[config.mk]
export PLATFORM = sky130hd
export DESIGN_NAME = fp_divider_flat
export DESIGN_NICKNAME = d
export VERILOG_FILES = /design/src/rtl/fp_pkg.sv /design/src/rtl/fp_divider_if.sv /design/src/rtl/fp_mant_div.sv /design/src/rtl/fp_divider.sv /design/src/flat_wrapper.sv
export SDC_FILE = /design/constraint.sdc
export NUM_CORES = 1
export LEC_CHECK = 0
export CORE_MARGIN = 8
export CORE_UTILIZATION = 50
export DETAILED_ROUTE_END_ITERATION = 10
export MAX_ROUTING_LAYER = met4
export PLACE_DENSITY = 0.73
export SLEW_MARGIN = 20
export SYNTH_ARGS = -nofsm -noshare
export SYNTH_HDL_FRONTEND = slang
export SYNTH_HIERARCHICAL = 1
export SYNTH_SLANG_ARGS = --single-unit
export TNS_END_PERCENT = 100
[constraint.sdc]
create_clock -name clk -period 8.1 [get_ports clk]
set_input_delay 1.215 -clock clk [delete_from_list [all_inputs] [get_ports clk]]
set_output_delay 1.215 -clock clk [all_outputs]
set_load 0.03 [all_outputs]
[src/rtl/fp_pkg.sv]
// Shared constants and FSM state encoding for the single-precision divider.
package fp_pkg;
   localparam logic [9:0]  BIAS       = 10'd127;
   localparam logic [7:0]  EXP_MAX    = 8'hFF;
   localparam logic [31:0] QNAN       = 32'h7FC0_0000;
   localparam logic [31:0] POS_INF    = 32'h7F80_0000;
   localparam logic [4:0]  MANT_STEPS = 5'd25;

   typedef enum logic [1:0] {
      IDLE,
      DIVIDE,
      NORM,
      DONE
   } state_t;
endpackage

[src/rtl/fp_divider_if.sv]
// Request/result bundle between a divider client and the fp_divider core.
interface fp_divider_if;
   logic        start;
   logic [31:0] x;
   logic [31:0] y;
   logic        busy;
   logic        done;
   logic [31:0] q;
   logic        dz;

   modport master (output start, x, y, input busy, done, q, dz);
   modport slave  (input start, x, y, output busy, done, q, dz);
endinterface

[src/rtl/fp_mant_div.sv]
// Restoring divide of {1,mx} by {1,my}: one quotient bit per step, MSB first.
module fp_mant_div
   import fp_pkg::*;
(
   input  logic        clk,
   input  logic        rst_n,
   input  logic        load,
   input  logic        step,
   input  logic [22:0] mx,
   input  logic [22:0] my,
   output logic        ready,
   output logic [24:0] quo
);
   logic [24:0] rem;
   logic [23:0] dvs;
   logic [4:0]  cnt;
   logic [25:0] diff;
   logic        ge;
   logic [24:0] rem_sub;

   assign diff    = {1'b0, rem} - {2'b00, dvs};
   assign ge      = ~diff[25];
   assign rem_sub = ge ? diff[24:0] : rem;

   // cnt holds the steps remaining after the current one; ready marks the final step
   assign ready = (cnt == 5'd0);

   always_ff @(posedge clk or negedge rst_n) begin
      if (!rst_n) begin
         rem <= '0;
         dvs <= '0;
         quo <= '0;
         cnt <= '0;
      end else if (load) begin
         rem <= {2'b01, mx};
         dvs <= {1'b1, my};
         quo <= '0;
         cnt <= MANT_STEPS - 5'd1;
      end else if (step) begin
         rem <= {rem_sub[23:0], 1'b0};
         quo <= {quo[23:0], ge};
         if (cnt != 5'd0)
            cnt <= cnt - 5'd1;
      end
   end
endmodule

[src/rtl/fp_divider.sv]
// IEEE-754 single divider: truncating, denormals flushed, specials resolved in one cycle.
//  state  | meaning
//  IDLE   | wait for start, decode special operands
//  DIVIDE | one restoring mantissa step per cycle (25 cycles)
//  NORM   | normalize quotient, range-check exponent, load q
//  DONE   | one-cycle done pulse, q/dz valid
module fp_divider
   import fp_pkg::*;
(
   input  logic        clk,
   input  logic        rst_n,
   fp_divider_if.slave bus
);
   state_t state, state_nxt;

   logic [7:0]        x_exp, y_exp;
   logic              x_zero, y_zero, sgn_in;
   logic              spec_hit, spec_dz;
   logic [31:0]       spec_q;
   logic              ld_spec, ld_norm, div_load, div_step, div_ready;
   logic [24:0]       quo;
   logic              sgn_r;
   logic [7:0]        ex_r, ey_r;
   logic [9:0]        exp_raw;
   logic signed [9:0] exp_s;
   logic [31:0]       norm_q;
   logic [31:0]       q_r;
   logic              dz_r;

   assign x_exp  = bus.x[30:23];
   assign y_exp  = bus.y[30:23];
   assign x_zero = (x_exp == 8'd0);
   assign y_zero = (y_exp == 8'd0);
   assign sgn_in = bus.x[31] ^ bus.y[31];

   always_comb begin
      spec_hit = 1'b1;
      spec_q   = QNAN;
      spec_dz  = 1'b0;
      if ((x_exp == EXP_MAX) || (y_exp == EXP_MAX)) begin
         spec_q = QNAN;
      end else if (x_zero && y_zero) begin
         spec_q = QNAN;
      end else if (y_zero) begin
         spec_q  = {sgn_in, POS_INF[30:0]};
         spec_dz = 1'b1;
      end else if (x_zero) begin
         spec_q = {sgn_in, 31'b0};
      end else begin
         spec_hit = 1'b0;
      end
   end

   fp_mant_div u_mant_div (
      .clk   (clk),
      .rst_n (rst_n),
      .load  (div_load),
      .step  (div_step),
      .mx    (bus.x[22:0]),
      .my    (bus.y[22:0]),
      .ready (div_ready),
      .quo   (quo)
   );

   // Quotient lies in [0.5, 2): Q[24] selects the integer-bit position
   assign exp_raw = {2'b00, ex_r} - {2'b00, ey_r} + (quo[24] ? BIAS : (BIAS - 10'd1));
   assign exp_s   = exp_raw;

   always_comb begin
      if (exp_s >= 10'sd255)
         norm_q = {sgn_r, POS_INF[30:0]};
      else if (exp_s <= 10'sd0)
         norm_q = {sgn_r, 31'b0};
      else if (quo[24])
         norm_q = {sgn_r, exp_raw[7:0], quo[23:1]};
      else
         norm_q = {sgn_r, exp_raw[7:0], quo[22:0]};
   end

   always_ff @(posedge clk or negedge rst_n) begin
      if (!rst_n)
         state <= IDLE;
      else
         state <= state_nxt;
   end

   always_comb begin
      state_nxt = state;
      div_load  = 1'b0;
      div_step  = 1'b0;
      ld_spec   = 1'b0;
      ld_norm   = 1'b0;
      case (state)
         IDLE: begin
            if (bus.start) begin
               if (spec_hit) begin
                  ld_spec   = 1'b1;
                  state_nxt = DONE;
               end else begin
                  div_load  = 1'b1;
                  state_nxt = DIVIDE;
               end
            end
         end
         DIVIDE: begin
            div_step = 1'b1;
            if (div_ready)
               state_nxt = NORM;
         end
         NORM: begin
            ld_norm   = 1'b1;
            state_nxt = DONE;
         end
         DONE: begin
            state_nxt = IDLE;
         end
         default: begin
            state_nxt = IDLE;
         end
      endcase
   end

   always_ff @(posedge clk or negedge rst_n) begin
      if (!rst_n) begin
         sgn_r <= 1'b0;
         ex_r  <= 8'd0;
         ey_r  <= 8'd0;
         q_r   <= 32'd0;
         dz_r  <= 1'b0;
      end else begin
         if (div_load) begin
            sgn_r <= sgn_in;
            ex_r  <= x_exp;
            ey_r  <= y_exp;
         end
         if (ld_spec) begin
            q_r  <= spec_q;
            dz_r <= spec_dz;
         end else if (ld_norm) begin
            q_r  <= norm_q;
            dz_r <= 1'b0;
         end
      end
   end

   assign bus.busy = (state == DIVIDE) || (state == NORM);
   assign bus.done = (state == DONE);
   assign bus.q    = q_r;
   assign bus.dz   = dz_r;
endmodule

[src/flat_wrapper.sv]
// flat-port wrapper written by rule: the top's interface ports become plain ports
module fp_divider_flat import fp_pkg::*;
  (clk, rst_n, bus_start, bus_x, bus_y, bus_busy, bus_done, bus_q, bus_dz);
  fp_divider_if bus_i ();
  input  logic clk;
  input  logic rst_n;
  input wire logic [$bits(bus_i.start)-1:0] bus_start;
  input wire logic [$bits(bus_i.x)-1:0] bus_x;
  input wire logic [$bits(bus_i.y)-1:0] bus_y;
  output wire logic [$bits(bus_i.busy)-1:0] bus_busy;
  output wire logic [$bits(bus_i.done)-1:0] bus_done;
  output wire logic [$bits(bus_i.q)-1:0] bus_q;
  output wire logic [$bits(bus_i.dz)-1:0] bus_dz;
  assign bus_i.start = bus_start;
  assign bus_i.x = bus_x;
  assign bus_i.y = bus_y;
  assign bus_busy = bus_i.busy;
  assign bus_done = bus_i.done;
  assign bus_q = bus_i.q;
  assign bus_dz = bus_i.dz;
  fp_divider u_core (.clk(clk), .rst_n(rst_n), .bus(bus_i));
endmodule
After elaboration in Yosys (flattened, before gate mapping):

Cells that the tools add are included.

* $add $sub $neg: 4
* multipliers: 0
* div/mod/pow operators: 0
* $lt $le $gt $ge: 2
* eq/ne operators: 7
* shift-type cells: 0
* multiplexer cells: 39
* bitwise logic cells: 2
* reductions and logical operators: 13

Operators by type and width (number)
* 32-bit two-way mux: 6
* 25-bit two-way mux: 4
* 31-bit two-way mux: 2
* 25-bit by 24-bit subtractor with 26-bit output: 1
* 24-bit two-way mux: 1
* 23-bit two-way mux: 1
* 1-bit two-way mux: 18
* 8-bit equality test, second input constant: 2
* 8-bit logical NOT: 2
* 5-bit two-way mux: 3
* 9-bit by 8-bit adder with 10-bit output: 1
* 10-bit by 9-bit >= comparator with 1-bit output, second input constant: 1
* 10-bit by 1-bit less-or-equal comparator with 1-bit output, second input constant: 1
* 8-bit by 8-bit subtractor with 9-bit output: 1
* 2-bit one-hot mux with 4 select lines: 1
* 2-bit two-way mux: 3
* 2-bit nonzero test: 3
* 5-bit logical NOT: 1
* 5-bit nonzero test: 1
* 5-bit by 1-bit subtractor with 5-bit output, second input constant: 1
* 2-bit equality test, second input constant: 2
* 2-bit AND reduction: 2
* 2-bit by 1-bit equality test with 1-bit output, second input constant: 1
* 2-bit logical NOT: 1
* other kinds (6): 7

* flip-flop bits (word level): 131
* latch bits: 0
* memory bits (writable): 0
* memory bits (read-only): 0
* input port bits: 67
* output and inout bits: 35
* word-level logic and storage cells: 77
* memories: 0

Depth between registers and ports, before layout:

Gate-level depths: netlist of run 1.

* depth after elaboration: 10
* mapped depth: 14
* depth with buffers taken out: 13

Hierarchy:

Netlist of run 1, hierarchy kept.

Modules (own cells, without submodules)
* fp_mant_div: instances 1, cells an instance 517, area each 4799.6 um2, seq. area each 1976.9 um2
* fp_divider: instances 1, cells an instance 329, area each 3235.6 um2, seq. area each 1301.2 um2

Worst setup path before layout of run 1:

No wires, ideal clock.

* kind: input-to-reg
* start point: input bus_y[30]
* end point: register u_core.u_mant_div.rem[17]
* data arrival time: 3.344 ns
* required time: 7.957 ns
* slack: 4.613 ns
* stages: 10
* path buffers: 4
* cell sequence: nand4_1 > nor2_1 > nor2_1 > nand2_1 > nor2_1 > clkbuf_1 > clkbuf_1 > buf_1 > buf_1 > o221ai_1

* longest elaborated chain between the ends: 8
* elaborated cells between the ends (all ways): 12
* classes of those cells: 1 x eq/ne; 7 x mux; 4 x reduce/logical

Ends and longest elaborated chain
* start: declaration: line flat_wrapper.sv:9 `input wire logic [$bits(bus_i.y)-1:0] bus_y;`
* 8-bit logical NOT: line fp_divider.sv:33 `assign y_zero = (y_exp == 8'd0);`
* 1-bit two-way mux / 1-bit logical AND (equally long branches): line fp_divider.sv:44, fp_divider.sv:42
* 1-bit two-way mux: line fp_divider.sv:42 `end else if (x_zero && y_zero) begin`
* 1-bit two-way mux (*): line fp_divider.sv:40 `if ((x_exp == EXP_MAX) || (y_exp == EXP_MAX)) begin`
* 1-bit two-way mux (*): line fp_divider.sv:96 `if (spec_hit) begin`
* 1-bit two-way mux (*): line fp_divider.sv:95 `if (bus.start) begin`
* 1-bit two-way mux (*): line fp_divider.sv:93 `case (state)`
* named net u_core.div_load: line fp_divider.sv:20 `logic ld_spec, ld_norm, div_load, div_step, div_ready;`
* 25-bit two-way mux / 2-bit nonzero test (equally long branches)
* end signal: assignment: line fp_mant_div.sv:35 `rem <= {2'b01, mx};`
* end signal: assignment: line fp_mant_div.sv:40 `rem <= {rem_sub[23:0], 1'b0};`
* end: declaration: line fp_mant_div.sv:14 `logic [24:0] rem;`

Mark *: on every way through the listed nets, which the timed path passes. The rest lies on a longest branch.
A chain may end at the register's enable or synchronous reset.

Worst setup path in the final report of run 1:

* start point: input bus_y[27]
* end point: register u_core.q_r[29] (netlist: u_core/bus.q[29])

* longest elaborated chain between the ends: 8
* elaborated cells between the ends (all ways): 15
* classes of those cells: 1 x eq/ne; 10 x mux; 4 x reduce/logical

Ends and longest elaborated chain
* 8-bit logical NOT: line fp_divider.sv:33
* 1-bit two-way mux / 1-bit logical AND (equally long branches): line fp_divider.sv:44, fp_divider.sv:42
* 1-bit two-way mux: line fp_divider.sv:42
* 1-bit two-way mux: line fp_divider.sv:40
* 1-bit two-way mux: line fp_divider.sv:96
* 1-bit two-way mux: line fp_divider.sv:95
* 1-bit two-way mux: line fp_divider.sv:93
* 32-bit two-way mux / 2-bit nonzero test (equally long branches)
* end signal: assignment: line fp_divider.sv:137 `q_r <= spec_q;`
* end signal: assignment: line fp_divider.sv:140 `q_r <= norm_q;`
* end: declaration: line fp_divider.sv:27 `logic [31:0] q_r;`

Several ways; a longest one is shown, not always the timed one.

==> impl_metrics.toml, run 1 <==
[outcome]
status = "complete, no violations"

[global_routing]
use_met1_pct = 24.55
grt_max_degree = 123
grt_busiest_layer = "met2"
overflow = 0
grt_pass1_vias = 6352
grt_pass1_wl_um = 30830
antenna_found_initial = 0
grt_use_met2_pct = 29.88
gr-usage-all-layers_pct = 19.23
met3_usage_pct = 4.073

[clock_tree]
clockBufferDepth = 2
cts_max_level = 4
cts_root_buf = "clkbuf_16"
cts_resized = 0
ctsHoldBuffers = 0
cts_buffers = 17
cts_tree = "built"
cts.clk_slew.worst_paths_ns = 0.06
clk_latency_ns = 0.42
post_cts_buffers = 0
cts.sinks = 131

[critical_path]
crit_fanout = 11
r2r-start = "u_core/ex_r[0]"
path_delay_family = "simple AND/OR/NAND/NOR gates"
cp_common_cell = "nand2_1"
crit_arrival_ns = 4.10
cp.required_ns = 8.41
rrSetupSlack_ns = 4.64
reg2reg_depth = 11
crit_path_end = "u_core/bus.q[29]"
path_cells = "clkdlybuf4s50_1 > nor4_1 > nand2_1 > ha_1 > a21oi_1 > nand3_1 > o21ai_0 > nand2_1 > o221a_2"
crit_slowest_cell = "a21oi_1"
cp.depth = 9
crit_start = "bus_y[27]"
critPathKind = "in2reg"
worstSetupEndpointType = "register"
cp-start-kind = "input port"
path_buf_inv = 1
slowest_delay_ns = 0.54
r2r_end = "u_core/bus.q[1]"

[floorplanning]
io_pins = 102
coreArea_um2 = 15770
die_y_um = 142.8
die_area_um2 = 20380
die_width_um = 142.8
start_util_pct = 50.95
num_rows = 46

[yosys]
yosysUniqueCellTypes = 72
synth_nets = 959
syn_area_um2 = 8035
synth_seq_cells = 131
synth_edf_count = 0
synth_warnings = 6
synthCells = 846
avgSynthCellArea_um2 = 9.498
async_reset_ff_share_pct = 100.0
ys_seq_area_share_pct = 40.80
ys.flop_type = "dfrtp_1"

[sta]
worstMarginPinSlew_ns = 0.8990
period_share_pct = 46.78
tns_ns = 0
min_period_ns = 3.790
hold_slack_ns = 0.4751
hold_violations = 0
rsz0062_at_grt = "no"
setup_ws_ns = 4.310
setup_viol = 0
skew_ns = 0.008667
fmax_mhz = 263.9
relSlewSlack_pct = 40.07
slew_violations = 0

[cells_and_area]
antenna_cells = 0
synthToLayoutAreaGrowth_pct = 21.54
fin_area_um2 = 9766
fillers = 1367
drive_above_1_share_pct = 10.39
final_nets = 1043

[detailed_routing]
first_pass_iters = 5
drc_errors = 0
routed-via-count = 6343
avgViaCountPerCell = 5.473
drt_iter0_drc = 391
ant_nets = 0
wl_per_cell_um = 15.81
routed_wl_um = 18330

[place]
pre_cts_ws_ns = 3.958
dpl.hpwl_um = 12990
port-buffer-count = 101
place_area_um2 = 9175
gp_congestion = 0.9128

[flow_run]
drv_cap = 0

[worst_hold_path]
timing.hold.worst.class = "reg2reg"
[layout by cell type, fill, tap and decap left out, drive strengths merged, types with 20 or more instances in the layout]
cell           instances
dfrtp                131
clkdlybuf4s50        100
o21ai                 97
nand2                 81
nor2                  67
mux2i                 62
inv                   55
a21oi                 52
ha                    44
xnor2                 20
[registers in the layout, indices dropped and copies added (netlist names)]
register	count
u_core/bus.q	32
u_core/u_mant_div/dvs	24
u_core/bus.dz	1
u_core/u_mant_div/quo	25
u_core/ex_r	8
u_core/u_mant_div/cnt	5
u_core/u_mant_div/rem	25
u_core/state	2
u_core/ey_r	8
u_core/sgn_r	1
[kinds of logic after synthesis]
family	share of synthesized area, %
XOR/XNOR	3.691
buffers and inverters	4.905
adder cells (fa/ha/maj)	7.350
multiplexers	8.985
AO/OA/AOI/OAI	19.04
flip-flops	40.80
AND/OR/NAND/NOR	15.23
[synth_stat cells, drive strengths merged, types with 8 or more instances]
library cell	count	area, µm²
nor3b	16	120.1
a21o	13	97.59
mux2i	62	620.6
buf	11	90.08
inv	51	191.4
o21ai	97	568.1
nor2b	14	87.58
o221a	8	90.09
dfrtp	131	3278
ha	44	550.5
clkbuf	30	112.6
a21oi	52	275.3
nand2	81	304.0
nand3	11	55.05
nor2	67	254.0
a31oi	9	56.30
mux2	9	101.4
xor2	13	121.4
nand2b	13	81.33
xnor2	20	175.2
nand4	9	56.30
[stage by stage]
step / util (%) / cells
final: 61.92 / 1159
after global placement: 58.18 / 1127
after CTS: 61.92 / 1159
after global routing: 61.92 / 1159
after detailed placement: 58.18 / 1127
after floorplan: - / 846
[per-layer routing]
metal / share of wire, % / vias to the layer above
li1: - / 3181
met1: 47 / 2995
met2: 46 / 148
met3: 4.9 / 19
met4: 1.5 / 0
met5: 0 / -
[how the worst min path moves through the flow]
stage	start	cells past startpoint	endpoint	slack [ns]
3_3_place_gp	u_core/u_mant_div/dvs[23]	1	u_core/u_mant_div/dvs[23]	0.46
5_1_grt	u_core/bus.q[4]	2	u_core/bus.q[4]	0.50
2_1_floorplan	u_core/u_mant_div/dvs[23]	1	u_core/u_mant_div/dvs[23]	0.44
6_report	u_core/bus.q[4]	2	u_core/bus.q[4]	0.48
4_1_cts	u_core/bus.q[20]	2	u_core/bus.q[20]	0.48
3_5_place_dp	u_core/u_mant_div/dvs[23]	1	u_core/u_mant_div/dvs[23]	0.46
[area by class of cell]
cell class                      instances  area, µm²  share of cell area [%]
Clock buffer                           18      439.2                   4.497
Clock inverter                         14      151.4                   1.550
Inverter                               51      191.4                   1.960
Multi-Input combinational cell        623       4373                   44.78
Sequential cell                       131       3278                   33.57
Tap cell                              216      270.3                   2.767
Timing Repair Buffer                  106       1062                   10.88
[worst min-delay path: stages, from the launching register on]
cell and delay (ns):
dfrtp_1 0.34, nand2_1 0.06, o21ai_2 0.05
Power of run 1 is left out: the tool's default activity adds up to more than one toggle a clock period on the data nets, which glitch-free logic cannot reach.
==> run 2: changes to the inputs <==
--- a/config.mk
+++ b/config.mk
@@ -9,7 +9,7 @@
 export CORE_UTILIZATION = 50
 export DETAILED_ROUTE_END_ITERATION = 10
 export MAX_ROUTING_LAYER = met4
-export PLACE_DENSITY = 0.73
+export PLACE_DENSITY = 0.76
 export SLEW_MARGIN = 20
 export SYNTH_ARGS = -nofsm -noshare
 export SYNTH_HDL_FRONTEND = slang
==> constraint.sdc (replaced) <==
create_clock -name clk -period 3.4 [get_ports clk]
set_input_delay 0.51 -clock clk [delete_from_list [all_inputs] [get_ports clk]]
set_output_delay 0.51 -clock clk [all_outputs]
set_load 0.03 [all_outputs]
==> run 2 against run 1 <==
- clock-buffer cell count is the same
- die area is the same
- non-clock buffer count grew 8
- routed wire length grew 0.38%
- global-route usage shrank 0.21 points
- first-iteration DRC count grew 15%
- worst hold slack lost 0.33 ns
- critical path depth grew 3
==> impl_metrics.toml, run 2 (synthesized netlist as in run 1, its figures left out) <==
[clock_tree]
post_cts_buffers = 0
cts.sinks = 131
cts_max_level = 4
clk_latency_ns = 0.43
cts_tree = "built"
cts_root_buf = "clkbuf_16"
cts_buffers = 17
clockBufferDepth = 2
cts.clk_slew.worst_paths_ns = 0.06

[critical_path]
r2r_end = "u_core/bus.q[3]"
critPathKind = "reg2reg"
crit_fanout = 6
path_buf_inv = 2
cp_common_cell = "inv_1"
crit_slowest_cell = "or3_4"
crit_arrival_ns = 3.60
path_delay_family = "compound AO/OA/AOI/OAI gates"
path_cells = "inv_1 > ha_1 > inv_1 > fa_2 > a21o_1 > a221oi_4 > nand2b_1 > a21oi_1 > a41o_1 > o32a_1 > or3_4 > o21ai_0"
r2r-start = "u_core/ex_r[0]"
crit_start = "u_core/ex_r[0]"
cp.depth = 12
slowest_delay_ns = 0.46
cp.required_ns = 3.74
crit_path_end = "u_core/bus.q[3]"
cp-start-kind = "register"
reg2reg_depth = 12
rrSetupSlack_ns = 0.14
worstSetupEndpointType = "register"

[cells_and_area]
synthToLayoutAreaGrowth_pct = 23.08
antenna_cells = 0
final_core_util_pct = 62.71
stdcell_count = 1169
final_cell_mix = "dfrtp_1, clkdlybuf4s50_1, nand2_1"
final_common_cell = "dfrtp_1"
fin_area_um2 = 9889
drive_above_1_share_pct = 11.65
final_nets = 1053
largest_register_ffs = 32

[detailed_routing]
drt_iter0_drc = 449
drc_errors = 0
routed_wl_um = 18400
first_pass_iters = 4
routed-via-count = 6414
ant_nets = 0
avgViaCountPerCell = 5.487
wl_per_cell_um = 15.74

[floorplanning]
die_width_um = 142.8
io_pins = 102
die_y_um = 142.8
num_rows = 46
coreArea_um2 = 15770
die_area_um2 = 20380
start_util_pct = 50.95

[place]
dpl.hpwl_um = 12960
gp_congestion = 0.8772
dp_cells = 1135
port-buffer-count = 101
place_area_um2 = 9248

[global_routing]
overflow = 0
antenna_found_initial = 0
gr-usage-all-layers_pct = 19.02
grt_pass1_wl_um = 30500
grt_max_degree = 85
grt_pass1_vias = 6401

[sta]
min_period_ns = 3.261
relSlewSlack_pct = 49.36
worstMarginPinSlew_ns = 0.7595
setup_viol = 0
tns_ns = 0
hold_violations = 0
rsz0062_at_grt = "no"
skew_ns = 0.009943
period_share_pct = 95.91
slew_violations = 0
fmax_mhz = 306.7

[outcome]
status = "complete, no violations"

[flow_run]
drv_cap = 0

[worst_hold_path]
timing.hold.worst.class = "in2async"
-- run 2: cell types whose count changed in the layout (fill, tap and decap cells not counted), sizes merged --
cell and change:
or3 +2, buf +8
-- run 2: cell type report --
| type | count | area, µm² |
|---|---|---|
| clock buffer | 18 | 439.2 |
| clock inverter | 14 | 151.4 |
| fill | 1360 | 5881 |
| inverter | 51 | 191.4 |
| multi-input combinational | 625 | 4424 |
| sequential | 131 | 3278 |
| tap | 216 | 270.3 |
| timing repair buffer | 114 | 1135 |
-- run 2: metal layers --
metal / wire length [µm] / GRT usage [%]
met5: 0 / -
met4: 244 / 6.544
met3: 776 / 3.539
met2: 8935 / 30.46
met1: 8438 / 23.81
-- run 2: how the worst min path moves through the flow --
stage	endpoint	startpoint	cells past startpoint
2_1_floorplan	u_core/bus.dz	rst_n	0
3_3_place_gp	u_core/u_mant_div/dvs[23]	u_core/u_mant_div/dvs[23]	1
3_5_place_dp	u_core/u_mant_div/dvs[23]	u_core/u_mant_div/dvs[23]	1
4_1_cts	u_core/bus.q[28]	rst_n	1
5_1_grt	u_core/bus.q[27]	rst_n	1
6_report	u_core/bus.q[28]	rst_n	1
-- run 2: timing repair --
item | CTS | global route
resized for setup | 2 | 4
cloned | 0 | 2
setup endpoints to repair | 1 | 23
hold buffers | 0 | 0
pin swaps | 0 | 3
-- run 2: through the flow --
| stage | setup slack, ns | hold slack [ns] |
|---|---|---|
| 3_5_place_dp | 0.07830 | 0.4582 |
| 3_3_place_gp | 0.1504 | 0.4544 |
| 2_1_floorplan | 0.3855 | 0.2144 |
| 6_report | 0.1391 | 0.1439 |
| 4_1_cts | 0.03875 | 0.1589 |
| 5_1_grt | 0.02746 | 0.2048 |
Power of run 2 is left out for the same reason.
==> run 3: changes to the inputs <==
--- a/config.mk
+++ b/config.mk
@@ -5,6 +5,7 @@
 export SDC_FILE = /design/constraint.sdc
 export NUM_CORES = 1
 export LEC_CHECK = 0
+export CAP_MARGIN = 40
 export CORE_MARGIN = 8
 export CORE_UTILIZATION = 50
 export DETAILED_ROUTE_END_ITERATION = 10
==> run 3 against run 2 <==
- final cell count about the same
- global-route usage unchanged
- core utilization up 0.17 points
- critical path type unchanged
- die area is the same
- highest routed layer unchanged
- largest cell class unchanged
==> impl_metrics.toml, run 3 (synthesized netlist as in run 1, its figures left out) <==
[outcome]
status = "complete, no violations"

[sta]
relSlewSlack_pct = 65.27
tns_ns = 0
hold_violations = 0
period_share_pct = 95.50
skew_ns = 0.009842
rsz0062_at_grt = "no"
slew_violations = 0
worstMarginPinSlew_ns = 0.5210
hold_slack_ns = 0.05488
setup_viol = 0
fmax_mhz = 308.0
min_period_ns = 3.247

[detailed_routing]
routed-via-count = 6413
avgViaCountPerCell = 5.481
routed_wl_um = 18350
ant_nets = 0
wl_per_cell_um = 15.68
drc_errors = 0
drt_iter0_drc = 454
first_pass_iters = 4

[global_routing]
grt_max_degree = 85
antenna_found_initial = 0
grt_pass1_wl_um = 30500
overflow = 0
grt_pass1_vias = 6401
gr-usage-all-layers_pct = 19.02

[place]
port-buffer-count = 101
place_area_um2 = 9248
dpl.hpwl_um = 12960
gp_congestion = 0.8772

[clock_tree]
cts_tree = "built"
cts_max_level = 4
cts_root_buf = "clkbuf_16"
cts_buffers = 17
ctsHoldBuffers = 0
clockBufferDepth = 2
clk_latency_ns = 0.42
cts.sinks = 131
post_cts_buffers = 0
cts.clk_slew.worst_paths_ns = 0.06

[critical_path]
critPathKind = "reg2reg"
crit_start = "u_core/ex_r[0]"
cp.required_ns = 3.74
reg2reg_depth = 12
cp-start-kind = "register"
crit_fanout = 6
crit_arrival_ns = 3.59
worstSetupEndpointType = "register"
r2r-start = "u_core/ex_r[0]"

[cells_and_area]
synthToLayoutAreaGrowth_pct = 23.42
fillers = 1359
drive_above_1_share_pct = 11.74
fin_area_um2 = 9917
final_cell_mix = "dfrtp_1, clkdlybuf4s50_1, nand2_1"
final_common_cell = "dfrtp_1"
final_nets = 1054
largest_register_ffs = 32
antenna_cells = 0

[floorplanning]
die_width_um = 142.8
io_pins = 102
coreArea_um2 = 15770
num_rows = 46
start_util_pct = 50.95
die_area_um2 = 20380
die_y_um = 142.8

[worst_hold_path]
timing.hold.worst.class = "in2async"

[flow_run]
drv_cap = 0
[run 3: metrics by stage]
| stage | cells | utilization, % | worst slack (ns) |
|---|---|---|---|
| after detailed placement | 1135 | 58.64 | 0.07830 |
| after CTS | 1167 | 62.50 | 0.03875 |
| final | 1170 | 62.88 | 0.1528 |
| after floorplan | 846 | - | 0.3855 |
| after global routing | 1170 | 62.88 | 0.02746 |
| after global placement | 1135 | 58.64 | 0.1504 |
[run 3: critical path: stages, from the launching register on]
cell      delay, ns
dfrtp_1        0.36
inv_1          0.06
ha_1           0.18
inv_1          0.06
fa_2           0.38
a21o_1         0.23
a221oi_4       0.31
nand2b_1       0.18
a21oi_1        0.11
a41o_1         0.23
o32a_1         0.41
or3_4          0.45
o21ai_0        0.19
[run 3: worst paths after layout]
check	end	slack (ns)
min reg2reg	u_core/bus.q[9]	0.47
max reg2reg	u_core/bus.q[3]	0.15
max in group asynchronous	u_core/u_mant_div/rem[20]	2.98
min	u_core/ey_r[7]	0.05
min in group clk	u_core/bus.q[9]	0.47
max	u_core/bus.q[3]	0.15
[run 3: what timing repair did]
item / 4_1_cts / 5_1_grt
cloned: 0 / 2
gates resized for setup: 2 / 4
endpoints found under the hold margin: 0 / 0
setup endpoints to repair: 1 / 23
pin swaps: 0 / 3
[run 3: routing by layer]
metal	track usage, %	vias to the layer above	part of all wire, %
met5	-	-	0
met4	6.544	0	1.3
met3	3.539	20	4.1
met2	30.46	126	49
met1	23.81	3077	46
li1	-	3190	-
[run 3: final cells by class]
type / count / area (µm²) / share of cell area, %
timing repair buffer: 115 / 1162 / 11.72
tap: 216 / 270.3 / 2.725
multi-input combinational: 625 / 4424 / 44.61
clock buffer: 18 / 439.2 / 4.428
sequential: 131 / 3278 / 33.06
inverter: 51 / 191.4 / 1.930
clock inverter: 14 / 151.4 / 1.527
Power of run 3 is left out for the same reason.
